--- src/rtl/chunker_pkg.sv ---
// Shared simulator definitions for the chunker and link stages: FSM state
// encoding and packed-token field helpers (id in the MSBs, size in the LSBs).
package chunker_pkg;

    typedef enum logic {
        IDLE = 1'b0,
        SEND = 1'b1
    } chunker_state_e;

    localparam int token_max_width_lp = 64;

    typedef logic [token_max_width_lp-1:0] token_bits_t;

    // Helpers work on a zero-extended token; callers cast the result to their field width.
    function automatic token_bits_t token_id(input token_bits_t tok, input int size_w);
        return tok >> size_w;
    endfunction

    function automatic token_bits_t token_size(input token_bits_t tok, input int size_w);
        return tok & ((token_bits_t'(1) << size_w) - token_bits_t'(1));
    endfunction

endpackage

--- src/rtl/chunker.sv ---
// Splits one {id, size} workload token into {id, chunk} tokens of at most
// chunk_size_p elements each; last_o marks the final chunk of a workload.

`ifndef BSG_INV_PARAM
`define BSG_INV_PARAM(param) param = 1
`endif

module chunker
    import chunker_pkg::*;
#(
    parameter int `BSG_INV_PARAM(id_width_p),
    parameter int `BSG_INV_PARAM(size_width_p),
    parameter int `BSG_INV_PARAM(chunk_size_p),
    parameter int width_p = id_width_p + size_width_p
) (
    input  logic               clk_i,
    input  logic               reset_i,
    output logic               ready_o,
    input  logic [width_p-1:0] data_i,
    input  logic               v_i,
    output logic               v_o,
    output logic [width_p-1:0] data_o,
    output logic               last_o,
    input  logic               ready_i
);

    localparam logic [size_width_p-1:0] chunk_max_lp = size_width_p'(chunk_size_p);

    chunker_state_e            state_q, state_d;
    logic [id_width_p-1:0]     id_q, id_d;
    logic [size_width_p-1:0]   remaining_q, remaining_d;
    logic                      v_q, v_d;
    logic                      last_q, last_d;
    logic [width_p-1:0]        data_q, data_d;
    logic [size_width_p-1:0]   chunk_d;
    logic                      accept;
    logic                      xfer;

    // Finishing the last chunk frees the slot in the same cycle, so a new
    // workload can follow without a bubble.
    assign ready_o = ~reset_i & ((state_q == IDLE) | (v_q & ready_i & last_q));
    assign accept  = v_i & ready_o;
    assign xfer    = v_q & ready_i;

    assign v_o    = v_q;
    assign last_o = last_q;
    assign data_o = data_q;

    always_comb begin
        state_d     = state_q;
        id_d        = id_q;
        remaining_d = remaining_q;

        if (xfer) begin
            if (last_q) begin
                state_d     = IDLE;
                remaining_d = '0;
            end else begin
                remaining_d = remaining_q - chunk_max_lp;
            end
        end

        if (accept) begin
            state_d     = SEND;
            id_d        = id_width_p'(token_id(token_bits_t'(data_i), size_width_p));
            remaining_d = size_width_p'(token_size(token_bits_t'(data_i), size_width_p));
        end

        // Outputs are precomputed from the next state so they leave the flops directly.
        v_d     = (state_d == SEND);
        chunk_d = (remaining_d < chunk_max_lp) ? remaining_d : chunk_max_lp;
        last_d  = v_d & (remaining_d <= chunk_max_lp);
        data_d  = v_d ? width_p'({id_d, chunk_d}) : '0;
    end

    always_ff @(posedge clk_i) begin
        if (reset_i) begin
            state_q     <= IDLE;
            id_q        <= '0;
            remaining_q <= '0;
            v_q         <= 1'b0;
            last_q      <= 1'b0;
            data_q      <= '0;
        end else begin
            state_q     <= state_d;
            id_q        <= id_d;
            remaining_q <= remaining_d;
            v_q         <= v_d;
            last_q      <= last_d;
            data_q      <= data_d;
        end
    end

endmodule

--- config.mk ---
export PLATFORM = sky130hd
export DESIGN_NAME = chunker
export DESIGN_NICKNAME = d
export VERILOG_FILES = /design/src/rtl/chunker_pkg.sv /design/src/rtl/chunker.sv
export SDC_FILE = /design/constraint.sdc
export NUM_CORES = 1
export LEC_CHECK = 0
export CAP_MARGIN = 20
export CORE_AREA = 2 2 39 41
export CTS_CLUSTER_DIAMETER = 50
export DETAILED_ROUTE_END_ITERATION = 10
export DIE_AREA = 0 0 41 43
export GPL_TIMING_DRIVEN = 0
export HOLD_SLACK_MARGIN = 0.05
export PLACE_DENSITY = 0.4
export SYNTH_ARGS = -nofsm -noshare
export SYNTH_HDL_FRONTEND = slang
export SYNTH_SLANG_ARGS = --single-unit
--- constraint.sdc ---
create_clock -name clk_i -period 0.9 [get_ports clk_i]
set_input_delay 0.18 -clock clk_i [delete_from_list [all_inputs] [get_ports clk_i]]
set_output_delay 0.18 -clock clk_i [all_outputs]
set_load 0.02 [all_outputs]
* Word level (Yosys, flattened, before mapping)
Cells that the tools add are included.
W data, S select, Z words.
** Storage, ports and cells
- Register bits :: 6
- Output and inout port bits :: 5
- Word-level logic and storage cells :: 26
** Operators by class
- $add $sub $neg :: 1
- Order comparisons :: 2
- Muxes and demuxes :: 8
- Bitwise gates (word level) :: 9
- Reductions and logical operators :: 1
** Operators by type and width (count)
- $mux W1 :: 8
- $and A1 B1 Y1 :: 5
- $not A1 Y1 :: 3
- $reduce_or A2 Y1 :: 1
- $le A1 B1 Y1 const B :: 1
- $lt A1 B1 Y1 const B :: 1
- $or A1 B1 Y1 :: 1
- $sub A1 B1 Y1 const B :: 1

* Logic depth before layout (Yosys ltp)
- Depth in word-level cells :: 8
- Gate-level depth with buffers :: 3
- Gate-level depth less buffers :: 3

* Worst setup path before layout
Ideal clock, no wire load.
- Kind :: reg-to-output
- From :: reg v_q, in the netlist v_o
- To :: out ready_o
- Data arrival time :: 0.849 ns
- Data required time :: 0.720 ns
- Slack :: -0.129 ns
- Stages on the path, launching flop included :: 3
- Buffers on the path :: 0
- Cells stage by stage :: dfxtp_1 > nor2b_1 > nor2_1
** On the way
- Cells in the longest elaborated chain, start to end :: 4
** Ends and longest elaborated chain
- start, declared :: line chunker.sv:32 : logic v_q, v_d;
- start signal, assigned :: line chunker.sv:88 : v_q <= v_d;
- $and A1 B1 Y1 (2 in a row) :: line chunker.sv:41 : assign ready_o = ~reset_i & ((state_q == IDLE) | (v_q & ready_i & last_q));
- $or A1 B1 Y1 * :: line chunker.sv:41
- $and A1 B1 Y1 * :: line chunker.sv:41
- end, declared :: line chunker.sv:18 : output logic ready_o,
Every way passes the cells marked *; elsewhere a longest branch is shown, timed or not.

* Final worst setup path
- From :: reg v_q, in the netlist v_o
- To :: out v_o
** RTL lines
- end, declared :: line chunker.sv:21 : output logic v_o,
No word-level cell between the ends.

==> results.md <==
- Vias in the first global route: 228
- Reg-to-reg slack, setup: 0 ps
- Final period util: 124%
- Leftover overflow at the end of global routing: 0
- Via Count: 212
- Maximum count of clock buffers along a single path: 2
- Worst relative slew slack: 84.9%
- Cells after Synth: 23
- Yosys warnings: 0
- Setup clock skew after layout: 2.68 ps
- # hold bufs at CTS: 0
- Diode count: 0
- Top cells by area, synth: dfxtp_1 (51%), a21oi_1 (10%), nand3_1 (7.6%)
- Startpoint of the worst-slack reg-to-reg timing path: v_o
- Comb pwr share: 18.0%
- Post-synthesis cell type with the largest combined area: dfxtp_1
- Wire length of the first global-routing pass: 883 um
- Critical path data required time: 720 ps
- Number of fill cells: 150
- Clock-pin slew reported for the worst setup and hold paths after clock tree synthesis: 50 ps
- Violations in the final reports: negative setup slack
- Total of flip-flops plus latches after synthesis: 5
- Sequential share of the synthesized area: 50.6%
- Leak: 0.000162 uW
- Maximum number of pins on one net before global-route repair: 7
- TritonCTS Buffers: 3
- Initial antenna violation count: 0
- Crit-path max FO: 4
- Power per cell area: 1710 mW/mm2
- Number of max-cap violations: 0
- Yosys cell types: 13
- Fraction of layout instances using a drive strength above 1: 41.0%
- Final instance count without filler cells: 55
- Count of TritonRoute iterations in the first routing pass: 3
- Starting utilization of the core area: 14.3%
- R2R cell count: 4
- Via density: 3.85
- Total internal power: 466 uW
- Post-DP HPWL: 374 um
- Count of standard-cell rows: 14
- Data arrival time at the worst-slack endpoint: 930 ps
- Worst min path class: input pin to flop
- GP Congestion: 0.615
- Number of max-slew violations in the final report: 0
- Num Clock Sinks: 5
- Mean cell area of the mapped netlist: 8.60 um2
- Area of the die: 0.00176 mm2
- Final core occ: 26.9%
- Number of top-level design ports: 11
- Number of endpoints with negative hold slack in the final report: 0
- Cell Area, Synth: 198 um2
- Class of the most critical setup path: flop to primary output
- Net switching share of the total power: 26.6%
- Psw: 168 uW
- Area overhead of the layout relative to synthesis: 88.0%
- Cell area reported after detailed placement: 324 um2
- Minimum setup slack in the final design: -214 ps
- Post-DRT Antenna Nets: 0
- Height of the chip: 43 um
- Detailed-route wire length: 522 um
- VDD IR-drop max: 0.404 mV
- Clk Tree Root Cell: clkbuf_4
- Run status: finished with violations
- Fraction of post-synthesis cell area in the top cell type by area: 50.6%
- Synthesized Nets: 29
- Setup crit end: v_o
- Sequential share of power: 38.4%
- Detailed router's first-iteration violation count: 2
- Placed instance count: 49
- Critical path startpoint: v_o
- DIE WIDTH: 41 um
- Launching element type of the critical path: flop
- Number of endpoints failing setup at the final stage: 4
- F_max: 898 MHz
- Clock group share of total power: 43.6%
- IO Port Bufs: 10
- Type of element capturing the critical path: primary output
- H-tree level count: 1
- Worst r2r dst: id_q
- Average wire length per cell after detail routing: 9.49 um
- Clock latency reported for the late side of the worst-skew pair: 250 ps
- Clock tree from TritonCTS: done
- Remaining routing DRC violations: 0
- Final nets: 46
- Combined global-route utilization of all metal layers: 8.34%
- Final Cell Area: 372 um2
- Final period demand of the worst path: 1110 ps
- Unrepaired setup endpoints after global routing: true
- Actual transition at the worst max-transition pin: 227 ps
- Placeable core region: 0.00138 mm2
[sequential cells by signal (all words and copies together) (netlist names)]
signal       count
data_o           2
remaining_q      1
v_o              1
id_q             1
[per-stage QoR]
stage	setup TNS, ps	worst slack, ps	total power (uW)	hold WS, ps
final	-531	-214	634	362
after global routing	-741	-234	663	389
after detailed placement	-2880	-722	352	447
after floorplan	0	1.16	292	242
after global placement	-2920	-723	352	444
after CTS	-583	-228	633	359
[logic make-up after synthesis]
kind of cell           count (synthesis)  synth area share (%)
AO/OA/AOI/OAI                          6                  15.8
buffers and inverters                  2                  5.70
flip-flops                             5                  50.6
multiplexers                           1                  5.06
AND/OR/NAND/NOR                        9                  22.8
[power groups by stage]
stage	Combinational (uW)	Sequential [uW]	Clock, uW
6_report	114	244	276
5_1_grt	123	244	295
4_1_cts	102	243	287
3_5_place_dp	105	247	0
3_3_place_gp	105	247	0
2_1_floorplan	37.4	255	0
[what timing repair did]
action / 4_1_cts / 5_1_grt
gates resized for setup: 28 / 8
buffers inserted: 2 / 1
pin swaps: 3 / 0
setup endpoints to repair: 8 / 8
[cell usage in the layout (no fill, tap or decap), drive strengths merged]
cell	n
nor2b	1
nand2b	1
nand2	2
clkbuf	4
dfxtp	5
dlygate4sd2	4
nor2	1
inv	1
a31oi	1
or2	1
clkdlybuf4s50	1
o21ai	1
a21oi	4
nand3	3
mux2i	1
buf	8
[cell usage after synthesis]
cell      count
nor2_1        1
mux2i_1       1
a31oi_1       1
inv_1         1
a21oi_1       4
o21ai_0       1
dfxtp_1       5
nand2_1       2
nand2b_1      1
nor2b_1       1
nand3_1       3
buf_4         1
or2_0         1
[area by class of cell]
cell class                 count  area [um2]  share of cell area (%)
timing repair buffer          12         106                    28.6
multi-input combinational     16         103                    27.6
sequential                     5         101                    27.3
clock buffer                   4        26.3                    7.07
tap                           16        20.0                    5.39
buffer                         1        11.3                    3.03
inverter                       1        3.75                    1.01
[worst max-delay path, cell delays in order, from the launching register on]
cell and delay [ps]:
dfxtp_2 330, buf_4 140, buf_6 100, buf_6 120
[how the worst min path moves through the flow]
stage / startpoint / end / cells after the start
6_report: reset_i / data_o[0] / 2
3_3_place_gp: id_q / data_o[1] / 2
2_1_floorplan: reset_i / v_o / 1
4_1_cts: reset_i / data_o[0] / 2
5_1_grt: reset_i / remaining_q / 2
3_5_place_dp: id_q / data_o[1] / 2
[metal layers]
metal / global-route usage (%) / vias up / share of wire (%)
met3: 4.71 / 2 / 2.9
met4: 10.0 / 0 / 3.6
met1: 6.77 / 95 / 33
met5: 0 / - / 0
li1: - / 110 / -
met2: 11.9 / 5 / 60
Note: power is estimated with default switching activity, not from simulation.
